## src/rtl/bp_cfg_loader.sv

```systemverilog
// bp_cfg_loader: boot sequencer that freezes the core, streams CCE ucode from a ROM,
// writes the cache/CCE modes and boot NPC over the uncached mem_cmd port, then unfreezes.
package bp_cfg_loader_pkg;
  typedef enum logic [0:0] {e_bp_inv_cfg = 1'b0} bp_params_e;
  typedef struct packed {
    int paddr_width;
    int vaddr_width;
    int cce_pc_width;
    int cce_instr_width;
    int cce_block_width;
  } bp_proc_param_s;
  function automatic bp_proc_param_s bp_get_proc_params(bp_params_e p);
    bp_proc_param_s r;
    r = '0;
    case (p)
      e_bp_inv_cfg: r = '{paddr_width: 40, vaddr_width: 39, cce_pc_width: 8, cce_instr_width: 48, cce_block_width: 64};
      default: r = '0;
    endcase
    return r;
  endfunction
  typedef enum logic [1:0] {e_cce_mode_uncached, e_cce_mode_normal} bp_cce_mode_e;
  typedef enum logic [1:0] {e_lce_mode_uncached, e_lce_mode_normal, e_lce_mode_nonspec} bp_lce_mode_e;
  typedef enum logic [3:0] {e_cce_mem_rd, e_cce_mem_wr, e_cce_mem_uc_rd, e_cce_mem_uc_wr} bp_cce_mem_cmd_type_e;
  typedef enum logic [2:0] {e_mem_size_1, e_mem_size_2, e_mem_size_4, e_mem_size_8} bp_mem_size_e;
  localparam logic [15:0] bp_cfg_reg_freeze_gp         = 16'h0008;
  localparam logic [15:0] bp_cfg_reg_npc_gp            = 16'h0010;
  localparam logic [15:0] bp_cfg_reg_icache_mode_gp    = 16'h0018;
  localparam logic [15:0] bp_cfg_reg_dcache_mode_gp    = 16'h0020;
  localparam logic [15:0] bp_cfg_reg_cce_mode_gp       = 16'h0028;
  localparam logic [15:0] bp_cfg_mem_base_cce_ucode_gp = 16'h8000;
endpackage

module bp_cfg_loader
  import bp_cfg_loader_pkg::*;
 #(parameter bp_params_e bp_params_p = e_bp_inv_cfg
  , parameter int ucode_depth_p = 256
  , parameter int credits_p = 2
  , localparam bp_proc_param_s proc_lp = bp_get_proc_params(bp_params_p)
  , localparam int paddr_width_p = proc_lp.paddr_width
  , localparam int vaddr_width_p = proc_lp.vaddr_width
  , localparam int cce_pc_width_p = proc_lp.cce_pc_width
  , localparam int cce_instr_width_p = proc_lp.cce_instr_width
  , localparam int cce_block_width_p = proc_lp.cce_block_width
  , localparam int cce_mem_msg_width_lp = 4 + paddr_width_p + 3 + 8 + cce_block_width_p
  )
  (input  logic clk_i
  , input  logic reset_n_i
  , input  logic start_i
  , input  logic skip_ucode_i
  , input  logic [vaddr_width_p-1:0] boot_npc_i
  , input  logic [$bits(bp_cce_mode_e)-1:0] cce_mode_i
  , input  logic [$bits(bp_lce_mode_e)-1:0] lce_mode_i
  , output logic [cce_pc_width_p-1:0] rom_addr_o
  , output logic rom_v_o
  , input  logic [cce_instr_width_p-1:0] rom_data_i
  , output logic [cce_mem_msg_width_lp-1:0] mem_cmd_o
  , output logic mem_cmd_v_o
  , input  logic mem_cmd_ready_i
  , input  logic [cce_mem_msg_width_lp-1:0] mem_resp_i
  , input  logic mem_resp_v_i
  , output logic mem_resp_yumi_o
  , output logic busy_o
  , output logic done_o
  , output logic error_o
  );

  typedef struct packed {
    logic [cce_block_width_p-1:0] data;
    logic [7:0] payload;
    bp_mem_size_e size;
    logic [paddr_width_p-1:0] addr;
    bp_cce_mem_cmd_type_e msg_type;
  } msg_s;

  typedef enum logic [3:0] {
    e_idle, e_freeze, e_uc_rd, e_uc_wr, e_cce_mode, e_i_mode, e_d_mode, e_npc, e_unfreeze, e_drain, e_done
  } state_e;

  localparam int cw_lp = $clog2(credits_p + 1);

  state_e state_r, state_n;
  logic skip_r, uc_first_r, error_r;
  logic [vaddr_width_p-1:0] npc_r;
  logic [$bits(bp_cce_mode_e)-1:0] cce_mode_r;
  logic [$bits(bp_lce_mode_e)-1:0] lce_mode_r;
  logic [cce_pc_width_p-1:0] idx_r;
  logic [cce_instr_width_p-1:0] instr_r;
  logic [cw_lp-1:0] cnt_r;
  logic [15:0] cfg_addr;
  logic [cce_block_width_p-1:0] cfg_data;
  logic idle_or_done, launch, cmd_state, cmd_hs, resp_dec, last_uc, unused_resp;
  msg_s cmd, resp;

  assign resp = msg_s'(mem_resp_i);
  assign unused_resp = ^{resp.data, resp.payload, resp.size, resp.addr};
  assign idle_or_done = state_r == e_idle || state_r == e_done;
  assign launch = start_i & idle_or_done;
  assign cmd_state = !(state_r inside {e_idle, e_uc_rd, e_drain, e_done});
  assign mem_cmd_v_o = cmd_state & (cnt_r != cw_lp'(credits_p));
  assign cmd_hs = mem_cmd_v_o & mem_cmd_ready_i;
  // Responses with nothing outstanding (e.g. in flight across a reset) are dropped silently
  assign resp_dec = mem_resp_v_i & (cnt_r != '0);
  assign last_uc = idx_r == cce_pc_width_p'(ucode_depth_p - 1);
  assign mem_resp_yumi_o = mem_resp_v_i;
  assign rom_v_o = state_r == e_uc_rd;
  assign rom_addr_o = idx_r;
  assign busy_o = !idle_or_done;
  assign done_o = state_r == e_done;
  assign error_o = error_r;
  assign mem_cmd_o = cmd;

  always_comb begin
    cfg_addr = '0;
    cfg_data = '0;
    case (state_r)
      e_freeze:   begin cfg_addr = bp_cfg_reg_freeze_gp; cfg_data = cce_block_width_p'(1); end
      // ROM output is only valid on the first UC_WR cycle; later cycles use the captured copy
      e_uc_wr:    begin cfg_addr = bp_cfg_mem_base_cce_ucode_gp + 16'(idx_r); cfg_data = cce_block_width_p'(uc_first_r ? rom_data_i : instr_r); end
      e_cce_mode: begin cfg_addr = bp_cfg_reg_cce_mode_gp; cfg_data = cce_block_width_p'(cce_mode_r); end
      e_i_mode:   begin cfg_addr = bp_cfg_reg_icache_mode_gp; cfg_data = cce_block_width_p'(lce_mode_r); end
      e_d_mode:   begin cfg_addr = bp_cfg_reg_dcache_mode_gp; cfg_data = cce_block_width_p'(lce_mode_r); end
      e_npc:      begin cfg_addr = bp_cfg_reg_npc_gp; cfg_data = cce_block_width_p'(npc_r); end
      e_unfreeze: cfg_addr = bp_cfg_reg_freeze_gp;
      default:    cfg_addr = '0;
    endcase
    cmd = '{data: cfg_data, payload: '0, size: e_mem_size_8, addr: paddr_width_p'(cfg_addr), msg_type: e_cce_mem_uc_wr};
  end

  always_comb begin
    state_n = state_r;
    case (state_r)
      e_idle, e_done: state_n = start_i ? e_freeze : state_r;
      e_freeze:       state_n = cmd_hs ? (skip_r ? e_cce_mode : e_uc_rd) : state_r;
      e_uc_rd:        state_n = e_uc_wr;
      e_uc_wr:        state_n = cmd_hs ? (last_uc ? e_cce_mode : e_uc_rd) : state_r;
      e_cce_mode:     state_n = cmd_hs ? e_i_mode : state_r;
      e_i_mode:       state_n = cmd_hs ? e_d_mode : state_r;
      e_d_mode:       state_n = cmd_hs ? e_npc : state_r;
      e_npc:          state_n = cmd_hs ? e_unfreeze : state_r;
      e_unfreeze:     state_n = cmd_hs ? e_drain : state_r;
      e_drain:        state_n = cnt_r == '0 ? e_done : state_r;
      default:        state_n = e_idle;
    endcase
  end

  always_ff @(posedge clk_i) begin
    if (!reset_n_i) begin
      state_r <= e_idle;
      cnt_r <= '0;
      idx_r <= '0;
      error_r <= 1'b0;
      uc_first_r <= 1'b0;
    end else begin
      state_r <= state_n;
      cnt_r <= cnt_r + cw_lp'(cmd_hs) - cw_lp'(resp_dec);
      uc_first_r <= rom_v_o;
      if (launch) begin
        idx_r <= '0;
        error_r <= 1'b0;
      end else begin
        if (state_r == e_uc_wr && cmd_hs && !last_uc) idx_r <= idx_r + 1'b1;
        if (resp_dec && resp.msg_type != e_cce_mem_uc_wr) error_r <= 1'b1;
      end
    end
  end

  always_ff @(posedge clk_i) begin
    if (uc_first_r) instr_r <= rom_data_i;
    if (launch) begin
      skip_r <= skip_ucode_i;
      npc_r <= boot_npc_i;
      cce_mode_r <= cce_mode_i;
      lce_mode_r <= lce_mode_i;
    end
  end

endmodule

```

## config.mk

```make
export PLATFORM = sky130hd
export DESIGN_NAME = bp_cfg_loader
export DESIGN_NICKNAME = d
export VERILOG_FILES = /design/src/rtl/bp_cfg_loader.sv
export SDC_FILE = /design/constraint.sdc
export NUM_CORES = 1
export LEC_CHECK = 0
export ABC_CLOCK_PERIOD_IN_PS = 3350
export BUFFER_PORTS_ARGS = -buffer_cell sky130_fd_sc_hd__buf_2
export CORE_ASPECT_RATIO = 0.8
export CORE_MARGIN = 5
export CORE_UTILIZATION = 25
export DETAILED_ROUTE_END_ITERATION = 8
export GPL_TIMING_DRIVEN = 0
export PLACE_DENSITY = 0.54
export SETUP_SLACK_MARGIN = 0.4
export SKIP_CTS_REPAIR_TIMING = 1
export SLEW_MARGIN = 20
export SYNTH_ARGS = -nofsm -noshare
export SYNTH_HDL_FRONTEND = slang
export SYNTH_SLANG_ARGS = --single-unit
```

## constraint.sdc

```tcl
create_clock -name clk_i -period 3.35 [get_ports clk_i]
set_input_delay 0.1675 -clock clk_i [delete_from_list [all_inputs] [get_ports clk_i]]
set_output_delay 0.1675 -clock clk_i [all_outputs]
set_load 0.01 [all_outputs]
```

==> out/results.ini <==
[status]
outcome=finished clean

[global_route]
grt_usage_pct=11.40
grt_remaining_overflow=0
grt_pass1_vias=3917
antenna_found_initial=0
grt_max_degree=50
grt_pass1_wl_mm=22.16

[yosys]
synthCells=455
ys_seq_area_share_pct=57.61
synth-main-ff-cell=edfxtp_1
ys_warn_count=0
ys_async_sr_fraction_pct=0
avgSynthCellArea_um2=11.76
ys_seq_elements=108
netlist_area_um2=5351
synth_edf_count=92
synth.distinct_cells=51

[placement]
dpl_cell_area_um2=6773
post-dp-hpwl_mm=10.59
placedCellCount=954
place_congestion=0.7838
portBuffers=170

[setup_path]
worstSetupStartpointType=flip-flop
cp_top_family=buffers and inverters
cp.required_ns=3.18
cp_common_cell=buf_2
arrival_ns=2.41
endpoint_kind=output port
cp_cell_sequence=buf_2, nand2b_1, nor2_1, buf_2, buf_1, nand2_1, o21ai_0, buf_2
critPathKind=reg2out
cp.buffers_inverters=4
slowest_stage=buf_1
slowest_delay_ns=0.51
crit_fanout=10

[floorplanning]
die_h_um=140.9
ioPinCount=349
die_width_um=173.6
dieArea_um2=24450
core-area_um2=20880
num_rows=47
start_util_pct=25.63

[pwr]
power_density_nw_per_um2=506.7
p_total_uw=3928
irDropWorstVdd_uv=311.9
leakagePower_uw=0.003285

[route]
wl_per_cell_um=14.56
viasPerCell=4.044
drtIter0Drc=203
vias=4190
top_layer=met4
drt-total-wl_mm=15.09
antenna_left=0
remaining_drc_errors=0
wl_met2_mm=6.722
drt-met1-wl_mm=6.629
first_pass_iters=4
met3_length_mm=1.565

[layout]
layout-drive-gt1-share_pct=35.59
final_cell_mix=180 x buf_2, 92 x edfxtp_1, 65 x dlygate4sd3_1, 63 x buf_4, 62 x conb_1
mostFrequentLayoutCell=buf_2
antenna_cells=0
instances_no_fill=1036
syn2layout_area_growth_pct=44.84
fin_nets=981
stdcell_area_um2=7751

[timing]
relSlewSlack_pct=50.77
period_minus_slack_ns=2.575
rsz0062_at_grt=false
worstMarginPinSlew_ns=0.7384
fin_skew_ns=0.01321
finalHoldViolCount=0
setup_tns_ns=0
setup_viol=0
maxSlewViolCount=0
period_share_pct=76.85
hold-worst-slack_ns=0.007867
fmax_mhz=388.4

[worst_hold_path]
hold_path.class=in2reg

[clock_network]
cts_root_buf=clkbuf_16
cts_buffers=9
h-tree-depth=3
clock-sinks=108
cts_max_path_buffers=2
clkLatencyLatePin_ns=0.35
clkSlewWorstSetupHoldPaths_ns=0.08
cts_tree=built

[flow_run]
cap_viol_max_count=0

routing by layer:
layer / GRT usage [%] / vias to the layer above
met1: 14.53 / 1874
met2: 17.55 / 198
li1: - / 2105
met5: 0 / -
met4: 2.999 / 0
met3: 5.353 / 13
worst paths after layout:
check / startpoint / endpoint / slack, ns / depth (start not counted)
max: state_r[2]$_SDFFE_PN0P_ / mem_cmd_o[60] / 0.78 / 8
max reg2reg: state_r[1]$_SDFFE_PN0P_ / cnt_r[1]$_SDFF_PN0_ / 1.04 / 9
min: rom_data_i[45] / instr_r[45]$_DFFE_PP_ / 0.008 / 1
min reg2reg: error_o$_SDFFE_PP0P_ / error_o$_SDFFE_PP0P_ / 0.47 / 2
report_power, final:
part / internal (µW) / leakage, µW / switching (µW)
sequential: 1730 / 0.000983 / 87.6
clock: 597 / 0.000151 / 519
combinational: 411 / 0.00215 / 582
total: 2740 / 0.00329 / 1190
flip-flops by register name, indices dropped and copies added (netlist names):
register	flops
cce_mode_r	2
npc_r	39
skip_r	1
uc_first_r	1
state_r	4
rom_addr_o	8
error_o	1
cnt_r	2
instr_r	48
lce_mode_r	2
kinds of logic (layout without fill, tap and decap cells):
| group | after synthesis | in the layout | share of synthesized area [%] |
|---|---|---|---|
| AND/OR/NAND/NOR | 122 | 122 | 11.11 |
| flip-flops | 108 | 108 | 57.61 |
| buffers and inverters | 93 | 345 | 11.55 |
| AO/OA/AOI/OAI | 69 | 69 | 8.254 |
| multiplexers | 49 | 49 | 9.165 |
| XOR/XNOR | 9 | 9 | 1.473 |
| adder cells (fa/ha/maj) | 3 | 3 | 0.7015 |
| other | 2 | 62 | 0.1403 |
layout make-up:
type / count / area (µm²)
Buffer: 87 / 583.1
Timing Repair Buffer: 236 / 1521
Clock buffer: 10 / 229.0
Inverter: 6 / 35.03
Fill cell: 2092 / 13130
Multi-Input combinational cell: 314 / 1881
Sequential cell: 108 / 3087
Tap cell: 269 / 336.6
Clock inverter: 6 / 78.83
synth_stat cells, types with 2 or more instances:
master,n,area [µm²]
xnor2_1,8,70.07
edfxtp_1,92,2763
clkbuf_1,8,30.03
nor3_1,7,35.03
nand3_1,9,45.04
and3_1,3,18.77
a21oi_1,9,45.04
inv_1,5,18.77
ha_1,3,37.54
buf_4,63,473.0
nor2_1,29,108.9
nor3_2,2,20.02
a211oi_1,2,15.01
dfxtp_1,16,320.3
o21ai_0,42,210.2
mux2i_1,49,490.5
nand2_1,49,183.9
conb_1,2,7.510
nand2b_1,5,31.28
and2_1,6,37.54
nand4b_1,2,17.52
buf_2,10,50.05
buf_1,5,18.77
o32ai_1,2,17.52
stage by stage:
stage                     utilization (%)  worst slack (ns)
final                               37.13            0.7754
after global routing                37.13            0.5499
after CTS                           33.92            0.4492
after detailed placement            32.44            0.8416
after global placement              32.40           -0.3423
after floorplan                         -            0.7104
(Power assumes the default switching activity.)
